--- config.mk ---
export PLATFORM = sky130hd
export DESIGN_NAME = clk_freq_monitor
export DESIGN_NICKNAME = d
export VERILOG_FILES = /design/src/rtl/clk_mon_pkg.sv /design/src/rtl/sync_edge_det.sv /design/src/rtl/clk_freq_monitor.sv
export SDC_FILE = /design/constraint.sdc
export NUM_CORES = 1
export LEC_CHECK = 0
export CAP_MARGIN = 40
export CORE_ASPECT_RATIO = 0.75
export CORE_MARGIN = 3
export CORE_UTILIZATION = 58
export CTS_CLUSTER_DIAMETER = 120
export DETAILED_ROUTE_END_ITERATION = 7
export PLACE_DENSITY = 0.91
export SKIP_CTS_REPAIR_TIMING = 1
export SLEW_MARGIN = 40
export SYNTH_ARGS = -nofsm -noshare
export SYNTH_HDL_FRONTEND = slang
export SYNTH_HIERARCHICAL = 1
export SYNTH_SLANG_ARGS = --single-unit
--- constraint.sdc ---
create_clock -name clk_debug -period 2.75 [get_ports clk_debug]
set_input_delay 0.55 -clock clk_debug [delete_from_list [all_inputs] [get_ports clk_debug]]
set_output_delay 0.55 -clock clk_debug [all_outputs]
set_load 0.02 [all_outputs]
--- src/rtl/clk_mon_pkg.sv ---
// clk_mon_pkg: shared FSM encoding and default limits for clock frequency monitors
package clk_mon_pkg;

    typedef enum logic [1:0] {
        IDLE    = 2'd0,
        MEASURE = 2'd1,
        COMPARE = 2'd2
    } state_t;

    // 1 ms gate at the nominal 9.85 MHz debug oscillator
    localparam int GATE_CYCLES_DEF = 9850;
    localparam int CNT_W_DEF       = 16;
    // clk_2M5 edges per window for a nominal 2.46 MHz system clock, +/- ~2.5 %
    localparam int EXP_MIN_DEF     = 2400;
    localparam int EXP_MAX_DEF     = 2520;
    localparam int FAIL_LIMIT_DEF  = 3;

endpackage

--- src/rtl/sync_edge_det.sv ---
// sync_edge_det: 2-flop synchroniser plus toggle edge detect for an asynchronous square wave
module sync_edge_det (
    input  logic i_clk,
    input  logic i_rst_n,
    input  logic i_tgl,
    output logic o_edge
);

    logic [2:0] r_sync;

    // r_sync[1:0] resolve metastability, r_sync[2] holds the previous settled level
    always_ff @(posedge i_clk) begin
        if (!i_rst_n) r_sync <= '0;
        else          r_sync <= {r_sync[1:0], i_tgl};
    end

    // every level change of the toggle is one source-clock edge
    assign o_edge = r_sync[1] ^ r_sync[2];

endmodule

--- src/rtl/clk_freq_monitor.sv ---
// clk_freq_monitor: gated edge counter on clk_debug checking the system clock rate; CLK_FREQ_MON_MINMAX_EN adds min/max tracking
module clk_freq_monitor
    import clk_mon_pkg::*;
#(
    parameter int GATE_CYCLES = GATE_CYCLES_DEF,
    parameter int CNT_W       = CNT_W_DEF,
    parameter int EXP_MIN     = EXP_MIN_DEF,
    parameter int EXP_MAX     = EXP_MAX_DEF,
    parameter int FAIL_LIMIT  = FAIL_LIMIT_DEF
) (
    input  logic             clk_debug,
    input  logic             rst_n,
    input  logic             enable,
    input  logic             meas_tgl,
    input  logic             fault_clr,
    output logic [CNT_W-1:0] count,
    output logic             count_vld,
    output logic             freq_ok,
    output logic             fault,
    output logic             sticky_fault
`ifdef CLK_FREQ_MON_MINMAX_EN
    ,
    output logic [CNT_W-1:0] min_seen,
    output logic [CNT_W-1:0] max_seen
`endif
);

    localparam int TW = $clog2(GATE_CYCLES + 1);
    localparam int FW = $clog2(FAIL_LIMIT + 1);

    state_t           r_state;
    logic [TW-1:0]    r_timer;
    logic [CNT_W-1:0] r_edge_cnt;
    logic [CNT_W-1:0] r_count;
    logic             r_count_vld;
    logic             r_freq_ok;
    logic [FW-1:0]    r_fail_cnt;
    logic             r_fault;
    logic             r_sticky;

    logic             w_edge;
    logic [CNT_W-1:0] w_cnt_inc;
    logic             w_in_rng;
    logic [FW-1:0]    w_fail_nxt;
    logic             w_fault_nxt;

    sync_edge_det u_sync (
        .i_clk   (clk_debug),
        .i_rst_n (rst_n),
        .i_tgl   (meas_tgl),
        .o_edge  (w_edge)
    );

    assign w_cnt_inc   = (w_edge && r_edge_cnt != '1) ? r_edge_cnt + 1'b1 : r_edge_cnt;
    assign w_in_rng    = (r_edge_cnt >= CNT_W'(EXP_MIN)) && (r_edge_cnt <= CNT_W'(EXP_MAX));
    assign w_fail_nxt  = w_in_rng ? '0 :
                         (r_fail_cnt == FW'(FAIL_LIMIT)) ? r_fail_cnt : r_fail_cnt + 1'b1;
    // fault only changes at the end of a window; elsewhere it holds
    assign w_fault_nxt = (r_state == COMPARE) ? (w_fail_nxt == FW'(FAIL_LIMIT)) : r_fault;

    // measurement FSM: gate timing, edge counting, window evaluation and fault flags
    always_ff @(posedge clk_debug) begin
        if (!rst_n) begin
            r_state     <= IDLE;
            r_timer     <= '0;
            r_edge_cnt  <= '0;
            r_count     <= '0;
            r_count_vld <= 1'b0;
            r_freq_ok   <= 1'b0;
            r_fail_cnt  <= '0;
            r_fault     <= 1'b0;
            r_sticky    <= 1'b0;
        end else begin
            r_count_vld <= 1'b0;
            r_sticky    <= w_fault_nxt | (r_sticky & ~fault_clr);
            case (r_state)
                IDLE: begin
                    r_edge_cnt <= '0;
                    r_timer    <= '0;
                    if (enable) begin
                        r_timer <= TW'(GATE_CYCLES - 1);
                        r_state <= MEASURE;
                    end
                end
                MEASURE: begin
                    if (!enable) begin
                        r_edge_cnt <= '0;
                        r_timer    <= '0;
                        r_state    <= IDLE;
                    end else begin
                        r_edge_cnt <= w_cnt_inc;
                        r_timer    <= r_timer - 1'b1;
                        if (r_timer == '0) r_state <= COMPARE;
                    end
                end
                COMPARE: begin
                    r_count     <= r_edge_cnt;
                    r_count_vld <= 1'b1;
                    r_freq_ok   <= w_in_rng;
                    r_fail_cnt  <= w_fail_nxt;
                    r_fault     <= w_fault_nxt;
                    r_timer     <= TW'(GATE_CYCLES - 1);
                    // an edge seen during this cycle belongs to the next window
                    r_edge_cnt  <= {{(CNT_W-1){1'b0}}, w_edge};
                    r_state     <= MEASURE;
                end
                default: r_state <= IDLE;
            endcase
        end
    end

    assign count        = r_count;
    assign count_vld    = r_count_vld;
    assign freq_ok      = r_freq_ok;
    assign fault        = r_fault;
    assign sticky_fault = r_sticky;

`ifdef CLK_FREQ_MON_MINMAX_EN
    logic [CNT_W-1:0] r_min;
    logic [CNT_W-1:0] r_max;

    // extreme window counts seen since reset or the last fault_clr
    always_ff @(posedge clk_debug) begin
        if (!rst_n || fault_clr) begin
            r_min <= '1;
            r_max <= '0;
        end else if (r_state == COMPARE) begin
            if (r_edge_cnt < r_min) r_min <= r_edge_cnt;
            if (r_edge_cnt > r_max) r_max <= r_edge_cnt;
        end
    end

    assign min_seen = r_min;
    assign max_seen = r_max;
`endif

endmodule

* After elaboration in Yosys (flattened, before gate mapping) *
Cells that the tools add are included.

operators by class
  $add $sub $neg = 3
  magnitude comparators = 2
  equal/unequal tests = 8
  multiplexer cells = 14
  bitwise logic cells = 4
  reduce and logical (&&, ||, !) cells = 7

operator list
  cell                                                                  number
  one-hot mux 16 bit (3 select lines)                                   1
  one-hot mux 14 bit (3 select lines)                                   1
  2-to-1 mux 16 bit                                                     2
  2-to-1 mux 14 bit                                                     2
  adder 16 x 1 -> 16 bit (second input constant)                        1
  greater-or-equal comparator 16 x 12 -> 1 bit (second input constant)  1
  <= comparator 16 x 12 -> 1 bit (second input constant)                1
  inequality test 16 bit (second input constant)                        1
  zero test 14 bit                                                      1
  subtractor 14 x 1 -> 14 bit (second input constant)                   1
  2-to-1 mux 2 bit                                                      5
  equality test 2 bit (second input constant)                           3
  inequality test 3 bit (second input constant)                         2
  one-hot mux 2 bit (3 select lines)                                    1
  AND reduction 2 bit                                                   2
  nonzero test 3 bit                                                    1
  adder 2 x 1 -> 2 bit (second input constant)                          1
  equality test 2 x 1 -> 1 bit (second input constant)                  1
  logical AND 1 bit                                                     2
  zero test 2 bit                                                       1
  2-to-1 mux 1 bit                                                      2
  inequality test 2 bit (second input constant)                         1
  bitwise AND 1 bit                                                     1
  NOT 1 bit                                                             1
  2 further kinds                                                       2

word-level totals
  register bits = 57
  input port bits = 5
  output and inout port bits = 20
  word-level logic and storage cells = 48

* Longest topological paths before layout *
Gate-level depths: netlist (run 1).

  depth in word-level cells = 6
  gate-level depth with buffers = 8
  mapped depth without buffers = 6

* Hierarchy *
The synthesis (run 1) kept the hierarchy.

modules (own cells, without submodules)
  module            instances  cells each  area an instance (sq um)  sequential area each (sq um)
  clk_freq_monitor  1          347         2,895.3                   1,081.0
  sync_edge_det     1          7           88.8                      60.1

* Least setup slack after synthesis (run 1) *
Ideal clock, no wire load.

  path kind = reg-to-reg
  from = register r_state[0]
  to = register r_edge_cnt[5]
  library setup time = 0.062 ns
  arrival = 1.932 ns
  data required time = 2.688 ns
  path slack = 0.755 ns
  stages on the path, launching flop included = 9
  path buffers = 2
  clock period less this slack = 1.995 ns
  cells stage by stage = dfxtp_1 inv_1 ha_1 clkbuf_1 and3_1 clkbuf_1 nand2_1 or4_1 nand3_1

between the ends
  cells in the longest elaborated chain, start to end = 3
  elaborated cells on any way between the ends = 7
  classes of those cells = 3 x eq/ne; 1 x mux; 3 x reduce/logical

ends and longest elaborated chain
  item                                                                          RTL line                 text
  from (decl)                                                                   clk_freq_monitor.sv:31   state_t r_state;
  from (signal assigned)                                                        clk_freq_monitor.sv:64   r_state <= IDLE;
  from (signal assigned)                                                        clk_freq_monitor.sv:82   r_state <= MEASURE;
  from (signal assigned)                                                        clk_freq_monitor.sv:89   r_state <= IDLE;
  equality test 2 x 1 -> 1 bit (tied with other cells)                          clk_freq_monitor.sv:76   case (r_state)
  inequality test 3 bit (no line) / nonzero test 3 bit (equally long branches)  n/a
  AND reduction 2 bit (no line)                                                 n/a
  to (signal assigned)                                                          clk_freq_monitor.sv:91   r_edge_cnt <= w_cnt_inc;
  to (signal assigned)                                                          clk_freq_monitor.sv:104  r_edge_cnt <= {{(CNT_W-1){1'b0}}, w_edge};
  to (decl)                                                                     clk_freq_monitor.sv:33   logic [CNT_W-1:0] r_edge_cnt;

Several ways; a longest one is shown, not always the timed one.
A chain may end at the register's enable or synchronous reset.

* Final worst setup path (run 1) *
  from = register r_edge_cnt[7]
  to = register r_edge_cnt[3]

between the ends
  cells in the longest elaborated chain, start to end = 4

ends and longest elaborated chain
  item                             RTL line                text
  inequality test 16 bit           clk_freq_monitor.sv:54  assign w_cnt_inc = (w_edge && r_edge_cnt != '1) ? r_edge_cnt + 1'b1 : r_edge_cnt;
  logical AND 1 bit                clk_freq_monitor.sv:54
  inequality test 3 bit (no line)  n/a
  AND reduction 2 bit (no line)    n/a

No other way between the ends.

==> results of run 1 <==
==> stage by stage <==
stage | worst slack, ps | hold WS (ps) | util (%) | power [mW] | cells
finish | 566 | 437 | 73.4 | 2.24 | 434
global route | 450 | 472 | 73.4 | 2.35 | 434
CTS | 618 | 443 | 73.4 | 2.25 | 434
detailed placement | 386 | 429 | 69.5 | 1.50 | 420
global placement | 451 | 410 | 69.5 | 1.49 | 420
floorplan | 755 | 406 | - | 1.38 | 354
==> worst reg2reg max path, stage by stage (launching register included) <==
cell and delay [ps]:
dfxtp_1 500, nand4_2 280, or4_1 750, a31oi_4 340, o221a_1 250
==> final cells by class <==
type                    instances  area, um^2
well taps                      57        71.3
fillers                       347        1250
inverters                      12        45.0
multi-input cells             260        1700
repair buffers                 34         315
flip-flops and latches         57        1140
clock inverters                 4        45.0
clock buffers                  10         138
==> metal layers <==
layer / vias up / GRT usage, %
li1: 1336 / -
met1: 1297 / 35.7
met2: 125 / 38.8
met3: 9 / 9.75
met4: 0 / 8.68
met5: - / 0
==> state kept, by name, summed over array words and instances, names as in the netlist <==
register / count
count: 16
count_vld: 1
fault: 1
freq_ok: 1
r_edge_cnt: 16
r_fail_cnt: 2
r_state: 2
r_timer: 14
sticky_fault: 1
u_sync/r_sync: 3
==> power breakdown <==
part           switching (mW)  internal (mW)
Sequential             0.0608          0.875
Combinational           0.327          0.240
Clock                   0.313          0.427
Total                   0.701           1.54
==> cells by family after synthesis <==
logic type | after synthesis | share of synthesized area (%)
AOI/OAI and AO/OA | 71 | 17.1
xor gates and xnor gates | 8 | 2.35
adders and majority gates | 8 | 3.35
buffers and inverters | 37 | 4.95
DFF | 57 | 38.2
muxes | 20 | 6.71
and+or+nand+nor | 153 | 27.3
==> path summary, 6_finish.rpt <==
| check | start | depth (start not counted) | to | slack [ps] |
|---|---|---|---|---|
| worst min-delay path | u_sync/r_sync[0] | 1 | u_sync/r_sync[1] | 440 |
| worst max register to register | r_edge_cnt[7] | 4 | r_edge_cnt[3] | 570 |
| worst max-delay path | r_edge_cnt[7] | 4 | r_edge_cnt[3] | 570 |
| worst min register to register | u_sync/r_sync[0] | 1 | u_sync/r_sync[1] | 440 |
==> cells in the mapped netlist, types with 3 or more instances <==
master and number:
a21oi_1 12, a31oi_1 4, and2_1 7, and3_1 3, buf_2 3, clkbuf_1 18
dfxtp_1 57, ha_1 8, inv_1 12, mux2i_1 20, nand2_1 21, nand2b_1 3
nand3_1 20, nand3b_1 4, nand4_1 9, nor2_1 39, nor2b_1 5, nor3_1 13
nor4_1 8, o211ai_1 6, o21ai_0 13, o31ai_1 6, or3_1 4, or4_1 4
xnor2_1 3, xor2_1 5
==> results.cfg, run 1 <==
[synth]
synth_top_cell_area_share_pct = 38.2
async_flop_share_pct = 0
seq_area_frac_synth_pct = 38.2
synthFlopType = dfxtp_1
netlist_instances = 354
yosys_warnings = 6
synth_edf_count = 0
syn_area_um2 = 2980
synthTopCellsByArea = dfxtp_1, mux2i_1, nor2_1, ha_1, nand3_1
synth_seq_cells = 57
synth.avg_cell_area_um2 = 8.43
syn_nets = 367
synth_top_area_cell = dfxtp_1
ys_types = 59

[timing]
slew_violations = 0
fin_crit_ps = 2180
fin_crit_sh_pct = 79.4
final-setup-viol-count = 0
fin_skew_ps = 4.79
slew_headroom_pct = 59.3
fmax_mhz = 458
rsz0062_at_grt = no
final_hold_viol_count = 0
finalSetupTns_ps = 0
tightestPinTransition_ps = 611

[global_routing]
grt_pass1_wl_um = 12100
grt_overflow = 0
antenna_found_initial = 0
track_usage_pct = 26.4
grt_max_degree = 33
grt_pass1_vias = 2567

[drt]
first_pass_iters = 5
routed_wl_um = 7150
top_layer = met4
drtIter0Drc = 287
antenna_left = 0
drc = 0
wl_per_cell_um = 16.5
dr_wl_met2_um = 3110
viasPerCell = 6.38
dr_wl_met3_um = 623
wl_met1_um = 3340
vias = 2767

[setup_path]
required_ps = 3030
endpoint_kind = register
cp-start-kind = register
path_buf_inv = 0
worst-setup-path-type = reg -> reg
cp_slowest_cell = or4_1
crit_family = simple AND/OR/NAND/NOR gates
cp_data_arrival_time_ps = 2460
cp_max_fo = 10
max_stage_delay_ps = 740
crit_path_cell_trace = nand4_2, or4_1, a31oi_4, o221a_1

[cells_and_area]
drive_above_1_share_pct = 8.49
antennaDiodeCount = 0
most-common-layout-cells = dfxtp_1, nor2_1, clkdlybuf4s50_1, nand2_1
final_nets = 387
layout_commonest_cell = dfxtp_1
syn2layout_area_growth_pct = 15.6
fin_area_um2 = 3450

[clocking]
h-tree-depth = 3
numCtsBuffers = 9
cts_tree = done
cts.sinks = 57
clk_path_buf_depth = 2
insertion_delay_ps = 340
cts-root-buf = clkbuf_8
path_clk_slew_ps = 60

[flow_run]
max-cap-violations = 0

[floorplan]
rows = 21
die-area_um2 = 6050
die_height_um = 68.1
die_w_um = 88.8
start_util_pct = 63.4
ioPinCount = 25
core-area_um2 = 4700

[placed_design]
io_buffer_count = 24
hpwl_um = 5010
gp_congestion = 0.911
placed_cell_area_um2 = 3270

[power]
power.leakage_nw = 1.20
p_per_area_nw_per_um2 = 650
peakVddDrop_uv = 552

[hold_path]
min-delay-path-class = reg -> reg

[status]
status = finished clean
Power figures use the tool's default switching activity.
==> run 2, diff against run 1 <==
Clock period 2.75 ns to 2.1 ns, I/O delays scaled along.
==> run 2 against run 1 <==
Effect of this change:
- final area is 6.2% higher
- clock skew hardly changed
- register-to-register slack worse by 430 ps
- wire length grew 15%
- non-clock buffer count increased by 26
- sequential power rose by 30%
- critical path type unchanged
- critical endpoint unchanged
==> results.cfg, run 2 (synthesis gave the netlist of run 1 again) <==
[drt]
first_pass_iters = 6
wl_per_cell_um = 17.8
antenna_left = 0
drc = 0
viasPerCell = 6.58
routed_wl_um = 8230
vias = 3035
drtIter0Drc = 456

[placed_design]
gp_congestion = 0.940
dp_slack_ps = 42.1
hpwl_um = 5640
io_buffer_count = 24

[floorplan]
rows = 21
core-area_um2 = 4700
die_w_um = 88.8
die-area_um2 = 6050
ioPinCount = 25
die_height_um = 68.1
start_util_pct = 63.4

[timing]
final_hold_viol_count = 0
slew_headroom_pct = 61.4
tightestPinTransition_ps = 574
finalSetupTns_ps = 0
fin_crit_sh_pct = 93.6
fin_skew_ps = 4.35
fin_crit_ps = 1970
final-setup-viol-count = 0
slew_violations = 0
finalWorstSetupSlack_ps = 134
fmax_mhz = 509
rsz0062_at_grt = no

[cells_and_area]
ff_latch_area_um2 = 1140
layout_commonest_cell = dfxtp_1
most-common-layout-cells = dfxtp_1, nor2_1, buf_4, clkdlybuf4s50_1, nand2_1
syn2layout_area_growth_pct = 22.8
final_nets = 413
drive_above_1_share_pct = 14.9
multi_input_area_um2 = 1710
antennaDiodeCount = 0
fillerInstances = 314

[flow_run]
max-cap-violations = 0

[global_routing]
grt_pass1_wl_um = 13300
antenna_found_initial = 0
grt_overflow = 0
track_usage_pct = 28.9
grt_pass1_vias = 2725
grt_max_degree = 33

[clocking]
numCtsBuffers = 9
clk_path_buf_depth = 2
cts-root-buf = clkbuf_8
cts.sinks = 57
h-tree-depth = 3
path_clk_slew_ps = 60
cts_tree = done
insertion_delay_ps = 340

[power]
peakVddDrop_uv = 660
p_per_area_nw_per_um2 = 822
power.leakage_nw = 1.34

[setup_path]
required_ps = 2330
cp-start-kind = register
worst-setup-path-type = reg -> reg
endpoint_kind = register
cp_data_arrival_time_ps = 2200
path_common_cell = buf_4
cp_slowest_cell = nor4_2
crit_path_cell_trace = ha_1, nand3_1, buf_4, nor4_2, buf_4, nor3_1, o221a_1
crit_family = simple AND/OR/NAND/NOR gates
cp_max_fo = 7
max_stage_delay_ps = 440
path_buf_inv = 2

[hold_path]
min-delay-path-class = reg -> reg

[status]
status = finished clean
run 2: cell types whose count changed in the layout (fill, tap and decap cells not counted):
cell / change
o21ai_2: +1
clkbuf_8: -1
clkbuf_1: +2
buf_4: +25
buf_12: +1
o21ai_1: -1
ha_2: +1
o31ai_2: +1
o31ai_1: -1
ha_1: -1
run 2: final cells by class:
| cell class | instances | area share [%] |
|---|---|---|
| clock buffer | 11 | 3.59 |
| clock inverter | 4 | 1.23 |
| sequential | 57 | 31.1 |
| timing repair buffer | 60 | 14.3 |
| multi-input combinational | 260 | 46.6 |
| inverter | 12 | 1.23 |
| tap | 57 | 1.95 |
run 2: per-layer routing:
layer	global-route usage, %	up-vias	wire length (um)	share of wire, %
met5	0	-	0	0
met3	8.06	45	811	9.9
met2	43.7	203	3630	44
li1	-	1383	-	-
met1	40.0	1404	3560	43
met4	9.06	0	222	2.7
run 2: through the flow:
step / cell area [um^2] / hold WS, ps / std cells / util [%] / power (mW)
CTS: 3650 / 443 / 461 / 77.7 / 2.97
floorplan: 2980 / 406 / 354 / - / 1.80
finish: 3660 / 436 / 461 / 77.9 / 3.01
detailed placement: 3480 / 426 / 446 / 73.9 / 2.03
global placement: 3480 / 409 / 446 / 73.9 / 1.99
global route: 3660 / 448 / 461 / 77.9 / 3.14
run 2: report_power, final:
group	total [mW]	internal [mW]	switching (mW)	leakage, nW
clock network	0.956	0.535	0.421	0.0929
registers	1.22	1.15	0.0787	0.462
logic	0.832	0.350	0.482	0.781
total	3.01	2.03	0.982	1.34
run 2: path summary, 6_finish.rpt:
kind	from	end	slack, ps	cells past startpoint
worst min register to register	u_sync/r_sync[0]	u_sync/r_sync[1]	440	1
worst max-delay path	r_edge_cnt[1]	r_edge_cnt[3]	130	7
worst max register to register	r_edge_cnt[1]	r_edge_cnt[3]	130	7
worst min-delay path	u_sync/r_sync[0]	u_sync/r_sync[1]	440	1
==> run 3, diff against run 2 <==
--- a/config.mk
+++ b/config.mk
@@ -6,11 +6,12 @@
 export NUM_CORES = 1
 export LEC_CHECK = 0
+export ABC_AREA = 1
 export CAP_MARGIN = 40
 export CORE_ASPECT_RATIO = 0.75
 export CORE_MARGIN = 3
-export CORE_UTILIZATION = 58
+export CORE_UTILIZATION = 57
 export CTS_CLUSTER_DIAMETER = 120
 export DETAILED_ROUTE_END_ITERATION = 7
-export PLACE_DENSITY = 0.91
+export PLACE_DENSITY = 0.9
 export SKIP_CTS_REPAIR_TIMING = 1
 export SLEW_MARGIN = 40
==> constraint.sdc (replaced) <==
create_clock -name clk_debug -period 2.1 [get_ports clk_debug]
set_input_delay 0.525 -clock clk_debug [delete_from_list [all_inputs] [get_ports clk_debug]]
set_output_delay 0.525 -clock clk_debug [all_outputs]
set_load 0.02 [all_outputs]
==> run 3 against run 2 <==
Effect of this change:
- non-clock buffer count down 29
- final area down 6.2%
- maximum frequency grew 2.9%
- setup slack better by 55 ps
- register-to-register slack better by 60 ps
- synthesized area is 2.1% lower
- via count is 2.1% lower
- clock power grew 8%
- sequential share of layout area increased by 2.1 points
- synthesized cell count increased by 22%
- count of clock-buffer cells in the layout up 1
- sequential cell count unchanged
- highest routed layer unchanged
==> results.cfg, run 3 <==
[synth]
synth_seq_cells = 57
synthFlopType = dfxtp_1
synth_top_cell_area_share_pct = 39.1
synth.avg_cell_area_um2 = 6.78
yosysMostFrequentCell = nand2_1
synth_top_area_cell = dfxtp_1
seq_area_frac_synth_pct = 39.1
yosys_warnings = 6
ys_types = 33
synth_common_cells = nand2_1, dfxtp_1, inv_1
syn_nets = 444
syn_area_um2 = 2920
synthTopCellsByArea = dfxtp_1, nand2_1, a21oi_1, inv_1, nor2_1
synth_edf_count = 0
netlist_instances = 431
async_flop_share_pct = 0

[timing]
finalSetupTns_ps = 0
whs_ps = 417
fin_skew_ps = 7.17
final-setup-viol-count = 0
fin_crit_ps = 1910
slew_violations = 0
final_hold_viol_count = 0
rsz0062_at_grt = no
fin_crit_sh_pct = 91.0
slew_headroom_pct = 62.7
tightestPinTransition_ps = 557
fmax_mhz = 523

[drt]
drtIter0Drc = 361
wl_per_cell_um = 14.1
antenna_left = 0
drc = 0
viasPerCell = 5.69
first_pass_iters = 7
vias = 2971
routed_wl_um = 7340

[hold_path]
min_from = u_sync/r_sync[0]
min-delay-path-class = reg -> reg
hold_end = u_sync/r_sync[1]
whs_path_depth = 2

[setup_path]
timing.rr.end = r_edge_cnt[13]
max_stage_delay_ps = 410
r2r_cells = 9
crit_path_cell_trace = ha_2, nand2_2, nor2_4, nand3_2, o21bai_4, nand2_8, a21oi_4, nand2_1, nor2_1
required_ps = 2370
worst-setup-path-type = reg -> reg
cp_max_fo = 24
cp-startpoint = r_edge_cnt[1]
r2r_setup_slack_ps = 190
cp_data_arrival_time_ps = 2180
cp_slowest_cell = dfxtp_1
cp-start-kind = register
endpoint_kind = register
r2r-start = r_edge_cnt[1]

[cells_and_area]
fin_util_pct = 73.1
final_nets = 474
antennaDiodeCount = 0
layout_commonest_cell = nand2_1
multi_input_area_um2 = 1520
most-common-layout-cells = nand2_1, dfxtp_1, inv_1, nor2_1, a21oi_1
fin_area_um2 = 3440
fillerInstances = 341
ff_latch_area_um2 = 1140
syn2layout_area_growth_pct = 17.7
drive_above_1_share_pct = 8.17

[flow_run]
max-cap-violations = 0

[clocking]
path_clk_slew_ps = 60
cts_tree = done
insertion_delay_ps = 340
numCtsBuffers = 9
cts.sinks = 57
cts-root-buf = clkbuf_8
h-tree-depth = 3
clk_path_buf_depth = 2

[status]
status = finished clean

[floorplan]
die-area_um2 = 6030
ioPinCount = 25
rows = 21
die_height_um = 68.0
die_w_um = 88.7
core-area_um2 = 4700
start_util_pct = 62.1

[global_routing]
grt_pass1_vias = 2663
grt_max_degree = 32
track_usage_pct = 26.5
grt_overflow = 0
grt_pass1_wl_um = 12300
antenna_found_initial = 0

[power]
p_total_mw = 2.92
p_per_area_nw_per_um2 = 849
peakVddDrop_uv = 490
power.leakage_nw = 1.51

[placed_design]
hpwl_um = 4890
placed_cell_area_um2 = 3220
io_buffer_count = 24
gp_congestion = 0.907
run 3: cell count changes after synthesis, moves of 5 or more:
cell and change:
a21oi_1 +31, and2_1 -7, clkbuf_1 -9, inv_1 +42, mux2i_1 -20, nand2_1 +76
nand3_1 +11, nor2_1 +11, nor2b_1 -5, nor4_1 -8, o211ai_1 -6, o21ai_0 +17
o31ai_1 -6
run 3: cell type report:
class                      count  share of cell area [%]
inverter                      58                    6.33
clock buffer                  12                    4.51
sequential                    57                    33.2
timing repair buffer          31                    8.52
clock inverter                 3                    1.16
tap                           57                    2.07
multi-input combinational    304                    44.2
run 3: power by group:
group	internal (mW)	switching (mW)
Combinational	0.239	0.448
Clock	0.602	0.427
Sequential	1.15	0.0506
run 3: critical path, delay by kind of cell, from the launching register on:
kind / cells / cell delay, ps
AOI/OAI and AO/OA: 2 / 430
adders and majority gates: 1 / 260
DFF: 1 / 410
and+or+nand+nor: 6 / 720
run 3: through the flow:
stage / cells / setup WS (ps)
after floorplan: 431 / 525
after global placement: 507 / 136
after detailed placement: 507 / 98.0
after CTS: 522 / 164
after global routing: 522 / 30.6
final: 522 / 189
run 3: worst max-delay path by stage:
stage | end | slack [ps] | cells after the start
2_1_floorplan | r_timer[12] | 520 | 8
3_3_place_gp | r_edge_cnt[4] | 140 | 7
3_5_place_dp | r_edge_cnt[13] | 100 | 7
4_1_cts | r_edge_cnt[13] | 160 | 9
5_1_grt | r_edge_cnt[13] | 30 | 9
6_report | r_edge_cnt[13] | 190 | 9
run 3: cells by family (layout without fill, tap and decap cells):
logic type / count (synthesis) / count (layout) / synth area share, %
buffers and inverters: 70 / 104 / 9.55
AOI/OAI and AO/OA: 85 / 85 / 15.6
xor gates and xnor gates: 2 / 2 / 0.600
DFF: 57 / 57 / 39.1
adders and majority gates: 8 / 8 / 3.43
and+or+nand+nor: 209 / 209 / 31.7
run 3: layer usage:
metal	GRT usage, %	vias to the layer above	routed length (um)
met5	0	-	0
met4	8.68	0	80
met3	9.75	12	774
met2	39.0	157	3250
met1	36.0	1356	3230
li1	-	1446	-
